File: config.mk
export PLATFORM = sky130hd
export DESIGN_NAME = mul_result_collector_flat
export DESIGN_NICKNAME = d
export VERILOG_FILES = /design/src/rtl/mul_result_collector_if.sv /design/src/rtl/mul_result_collector.sv /design/src/flat_wrapper.sv
export SDC_FILE = /design/constraint.sdc
export NUM_CORES = 1
export LEC_CHECK = 0
export CAP_MARGIN = 20
export CORE_MARGIN = 2
export CORE_UTILIZATION = 45
export CTS_CLUSTER_DIAMETER = 120
export DETAILED_ROUTE_END_ITERATION = 8
export PLACE_DENSITY = 0.61
export SYNTH_ARGS = -nofsm -noshare
export SYNTH_HDL_FRONTEND = slang
export SYNTH_SLANG_ARGS = --single-unit
File: constraint.sdc
create_clock -name clk -period 4.8 [get_ports clk]
set_input_delay 0.72 -clock clk [delete_from_list [all_inputs] [get_ports clk]]
set_output_delay 0.72 -clock clk [all_outputs]
set_load 0.01 [all_outputs]
File: src/rtl/mul_result_collector_if.sv
// Result stream bundle: per-lane products in from the multiplier tree,
// one bf16 result per beat out to the node stage.
interface mul_result_collector_if;
  logic [63:0] res_in;
  logic [3:0]  res_stb;
  logic [1:0]  mode;
  logic [15:0] out_data;
  logic [1:0]  out_lane;
  logic        out_valid;
  logic        out_ready;

  modport master (
    output res_in, res_stb, mode, out_ready,
    input  out_data, out_lane, out_valid
  );

  modport slave (
    input  res_in, res_stb, mode, out_ready,
    output out_data, out_lane, out_valid
  );
endinterface

File: src/rtl/mul_result_collector.sv
// Collects up to four bf16 tree products per cycle into a FIFO in lane order
// and drains them one per cycle; a beat that does not fit is dropped whole.
module mul_result_collector #(
  parameter  int DEPTH = 16,
  localparam int AW    = $clog2(DEPTH)
) (
  input  logic                     clk,
  input  logic                     rst,
  mul_result_collector_if.slave    bus,
  output logic [AW:0]              level,
  output logic                     overflow,
  input  logic                     clr_ovf
);

  logic [17:0]   mem [DEPTH];
  logic [AW-1:0] wr_ptr, rd_ptr, wr_ptr_next, rd_ptr_next, off;
  logic [AW:0]   free, level_next;
  logic [3:0]    mask, acc;
  logic [2:0]    n;
  logic [15:0]   slot_data [4];
  logic [1:0]    slot_lane [4];
  logic [17:0]   head;
  logic          push, drop, pop;

  always_comb begin
    case (bus.mode)
      2'b00:        mask = 4'b1111;
      2'b01, 2'b10: mask = 4'b0011;
      default:      mask = 4'b0001;  // six_in: lane 1 is a flag, never data
    endcase
    acc = bus.res_stb & mask;
  end

  // Compact accepted lanes into consecutive write slots, lowest lane first.
  always_comb begin
    n = '0;
    for (int k = 0; k < 4; k++) begin
      slot_data[k] = '0;
      slot_lane[k] = '0;
    end
    for (int l = 0; l < 4; l++) begin
      if (acc[l]) begin
        slot_data[n[1:0]] = bus.res_in[16*l +: 16];
        slot_lane[n[1:0]] = 2'(l);
        n = n + 3'd1;
      end
    end
  end

  always_comb begin
    free        = (AW+1)'(DEPTH) - level;
    push        = (n != 3'd0) && ((AW+1)'(n) <= free);
    drop        = (n != 3'd0) && !push;
    pop         = bus.out_valid & bus.out_ready;
    level_next  = level + (push ? (AW+1)'(n) : '0) - (pop ? (AW+1)'(1) : '0);
    wr_ptr_next = wr_ptr + (push ? AW'(n) : '0);
    rd_ptr_next = rd_ptr + AW'(pop);
    off         = rd_ptr_next - wr_ptr;
    // The next head may be one of the entries written this very cycle.
    if (push && ((AW+1)'(off) < (AW+1)'(n)))
      head = {slot_lane[off[1:0]], slot_data[off[1:0]]};
    else
      head = mem[rd_ptr_next];
  end

  always_ff @(posedge clk) begin
    if (rst && push) begin
      for (int k = 0; k < 4; k++) begin
        if (3'(k) < n)
          mem[wr_ptr + AW'(k)] <= {slot_lane[k], slot_data[k]};
      end
    end
  end

  always_ff @(posedge clk or negedge rst) begin
    if (!rst) begin
      wr_ptr        <= '0;
      rd_ptr        <= '0;
      level         <= '0;
      overflow      <= 1'b0;
      bus.out_valid <= 1'b0;
      bus.out_data  <= '0;
      bus.out_lane  <= '0;
    end else begin
      wr_ptr        <= wr_ptr_next;
      rd_ptr        <= rd_ptr_next;
      level         <= level_next;
      bus.out_valid <= (level_next != '0);
      bus.out_data  <= head[15:0];
      bus.out_lane  <= head[17:16];
      if (drop)
        overflow <= 1'b1;
      else if (clr_ovf)
        overflow <= 1'b0;
    end
  end

endmodule

File: src/flat_wrapper.sv
// flat-port wrapper written by rule: the top's interface ports become plain ports
module mul_result_collector_flat 
#(
  parameter  int DEPTH = 16,
  localparam int AW    = $clog2(DEPTH)
)
  (clk, rst, level, overflow, clr_ovf, bus_res_in, bus_res_stb, bus_mode, bus_out_ready, bus_out_data, bus_out_lane, bus_out_valid);
  mul_result_collector_if bus_i ();
  input  logic clk;
  input  logic rst;
  output logic [AW:0] level;
  output logic overflow;
  input  logic clr_ovf;
  input wire logic [$bits(bus_i.res_in)-1:0] bus_res_in;
  input wire logic [$bits(bus_i.res_stb)-1:0] bus_res_stb;
  input wire logic [$bits(bus_i.mode)-1:0] bus_mode;
  input wire logic [$bits(bus_i.out_ready)-1:0] bus_out_ready;
  output wire logic [$bits(bus_i.out_data)-1:0] bus_out_data;
  output wire logic [$bits(bus_i.out_lane)-1:0] bus_out_lane;
  output wire logic [$bits(bus_i.out_valid)-1:0] bus_out_valid;
  assign bus_i.res_in = bus_res_in;
  assign bus_i.res_stb = bus_res_stb;
  assign bus_i.mode = bus_mode;
  assign bus_i.out_ready = bus_out_ready;
  assign bus_out_data = bus_i.out_data;
  assign bus_out_lane = bus_i.out_lane;
  assign bus_out_valid = bus_i.out_valid;
  mul_result_collector #(.DEPTH(DEPTH)) u_core (.clk(clk), .rst(rst), .bus(bus_i), .level(level), .overflow(overflow), .clr_ovf(clr_ovf));
endmodule
==> results.json <==
{
  "outcome": "complete, no violations",
  "cts_buffer_depth": 3,
  "synth-main-ff-cell": "edfxtp_1",
  "setup_viol": 0,
  "grtUsageMet1_pct": 53.5,
  "cts_inserted_buffers": 37,
  "rows": 84,
  "tightestPinTransition_ps": 1290,
  "wire_per_inst_um": 35.2,
  "synth-seq-cells": 321,
  "n_fill_cell": 4494,
  "hold_ws_ps": 116,
  "core_um2": 52400,
  "cts_resized": 0,
  "use_met2_pct": 63.4,
  "synth_fp_nets": 2431,
  "ioPinCount": 99,
  "power_density_nw_per_um2": 559,
  "critPathMaxStageDelay_ps": 480,
  "power.leakage_uw": 0.0107,
  "min_period_ps": 4510,
  "die_height_um": 234,
  "clk_latency_ps": 560,
  "fin_ws_ps": 290,
  "dieWidth_um": 234,
  "path_class": "in2reg",
  "clock_skew_ps": 19.1,
  "dr.first_iter.drc_count": 3878,
  "portBuffers": 98,
  "max_cap_viol_count": 0,
  "hold_viol_final": 0,
  "ys_types": 86,
  "root_buffer": "clkbuf_16",
  "critPathMaxFanout": 9,
  "ir_worst_vdd_v": 0.000863,
  "yosysSeqAreaShare_pct": 39.7,
  "cpLargestDelayFamily": "compound AO/OA/AOI/OAI gates",
  "final_common_cell": "buf_4",
  "die_area_um2": 54800,
  "crit_chain": "clkdlybuf4s50_1, a21boi_4, inv_4, ha_4, nor4b_2, a31oi_1, nand2_1, ha_2, o21a_1, ha_1, nand2_1, buf_4, o211ai_4, buf_4, buf_12, o211ai_1, buf_4, a221oi_2, o22ai_1",
  "worst-path-buf-inv": 6,
  "avgSynthCellArea_um2": 10.2,
  "grt_pass1_wl_um": 166000,
  "path_depth": 19,
  "htree_levels": 2,
  "slew_viol_final": 0,
  "drive_above_1_share_pct": 27.1,
  "start_kind": "input port",
  "seqCellArea_um2": 9470,
  "wl_um": 116000,
  "r2r.worst_path.cells": 11,
  "cp-end-kind": "register",
  "postSynth.asyncResetShare_pct": 10.3,
  "grt_usage_pct": 42.2,
  "gp_congestion": 1.04,
  "clk_pin_slew_ps": 60,
  "critPathSlowestCell": "clkdlybuf4s50_1",
  "crit_path_frequent_cell": "buf_4",
  "finalCritPeriodShare_pct": 94.0,
  "drcViolationCount": 0,
  "cts_tree": "done",
  "final_cell_mix": "buf_4, edfxtp_1, o211ai_1",
  "required_ps": 5070,
  "initial_utilization_pct": 45.5,
  "ys_warn_count": 0,
  "synth-edff-count": 288,
  "fin_nets": 2687,
  "dp_hpwl_um": 83900,
  "syn_inst": 2327,
  "hold_path_class": "in2async",
  "arrival_ps": 4780,
  "grt_pass1_vias": 23200,
  "place_ws_ps": -441,
  "rsz0062_at_grt": "no",
  "antenna_found_initial": 8,
  "dr.pass1.iters": 6,
  "grt_max_degree": 74,
  "vias": 24300,
  "viasPerCell": 7.35,
  "multi_input_area_um2": 13200,
  "postCtsSetupRepairBufs": 0,
  "fmax_mhz": 222,
  "syn_area_um2": 23800,
  "area_growth_syn_to_layout_pct": 26.0,
  "top_usage_layer": "met2",
  "overflow": 0,
  "hold_buffers": 0,
  "cts_sinks": 321,
  "use_met3_pct": 13.8,
  "drtAntennaViolNets": 0,
  "relSlewSlack_pct": 13.7
}
==> synth_stat cells (all sizes together) (5+ instances only) <==
| cell type | count | share of area (%) |
|---|---|---|
| edfxtp | 288 | 36 |
| o21ai | 223 | 4.7 |
| o211ai | 193 | 6.5 |
| clkbuf | 182 | 2.9 |
| o221ai | 172 | 6.6 |
| a21oi | 155 | 3.4 |
| nand2 | 150 | 2.4 |
| buf | 110 | 2.5 |
| nor2 | 96 | 1.6 |
| mux4 | 92 | 8.7 |
| a221oi | 79 | 2.9 |
| o22ai | 70 | 1.9 |
| nand3 | 66 | 1.4 |
| a211oi | 49 | 1.7 |
| inv | 49 | 0.77 |
| dfrtp | 33 | 3.5 |
| mux2i | 29 | 1.2 |
| a22oi | 28 | 0.96 |
| ha | 27 | 1.4 |
| nor3 | 22 | 0.50 |
| and2 | 20 | 0.52 |
| xnor2 | 19 | 0.76 |
| a21boi | 18 | 0.61 |
| mux2 | 18 | 0.85 |
| o21a | 18 | 0.57 |
| o2111ai | 12 | 0.44 |
| o221a | 12 | 0.57 |
| o211a | 10 | 0.42 |
| a31oi | 8 | 0.21 |
| and3 | 7 | 0.20 |
| a21o | 6 | 0.19 |
| a32oi | 6 | 0.22 |
| nor4 | 6 | 0.37 |
| xor2 | 6 | 0.22 |
| a2111oi | 5 | 0.45 |
| nand4 | 5 | 0.13 |
==> per-stage QoR <==
step / std cells / utilization, % / total power, µW / area, µm² / TNS, ps
after floorplan: 2327 / - / 9260 / 24100 / -499
after global placement: 3231 / 54.9 / 13500 / 28800 / -4140
after detailed placement: 3232 / 54.9 / 13600 / 28800 / -19740
after CTS: 3300 / 57.3 / 16500 / 30000 / 0
after global routing: 3300 / 57.3 / 17300 / 30000 / 0
final: 3301 / 57.3 / 16800 / 30000 / 0
==> metal layers <==
metal | wire [µm] | part of all wire, %
met3 | 15500 | 13
met4 | 7810 | 6.7
met1 | 42500 | 37
met5 | 115 | 0.099
met2 | 50100 | 43
==> registers in the layout, indices dropped and copies added (netlist names) <==
name	flops
u_core.rd_ptr	4
u_core.overflow	1
u_core.level	5
u_core.bus.out_valid	1
u_core.mem	288
u_core.wr_ptr	4
u_core.bus.out_data	16
u_core.bus.out_lane	2
==> final cells by class <==
cell class	instances	area share, %
inverter	50	0.642
tap	688	2.87
antenna	1	0.00833
timing repair buffer	509	16.8
clock inverter	14	0.567
clock buffer	54	3.54
multi-input combinational	1664	44.1
sequential	321	31.5
==> path summary, 6_finish.rpt <==
kind,from,endpoint,slack (ps)
max,bus_res_stb[1],u_core.mem[6][0],290
min,rst,u_core.wr_ptr[1],120
max reg2reg,u_core.bus.out_valid,u_core.bus.out_data[15],870
min reg2reg,u_core.rd_ptr[3],u_core.rd_ptr[3],530
max in group asynchronous,rst,u_core.wr_ptr[0],4050
min in group clk,u_core.rd_ptr[3],u_core.rd_ptr[3],530
==> cell families (layout without fill, tap and decap cells) <==
kind of cell,after synthesis,after routing,synth area share [%]
buffers and inverters,342,627,6.14
multiplexers,139,139,10.8
XOR/XNOR,25,25,0.981
other,0,1,0
adder cells (fa/ha/maj),30,30,1.67
flip-flops,321,321,39.7
AND/OR/NAND/NOR,389,389,7.64
AO/OA/AOI/OAI,1081,1081,33.1
==> power breakdown <==
part | total, µW | leakage [µW] | internal (µW) | switching [µW]
logic | 9970 | 0.00709 | 4040 | 5920
registers | 3870 | 0.00302 | 3660 | 215
clock network | 2940 | 0.000605 | 1760 | 1190
No activity file was read; power rests on OpenSTA's default activity.
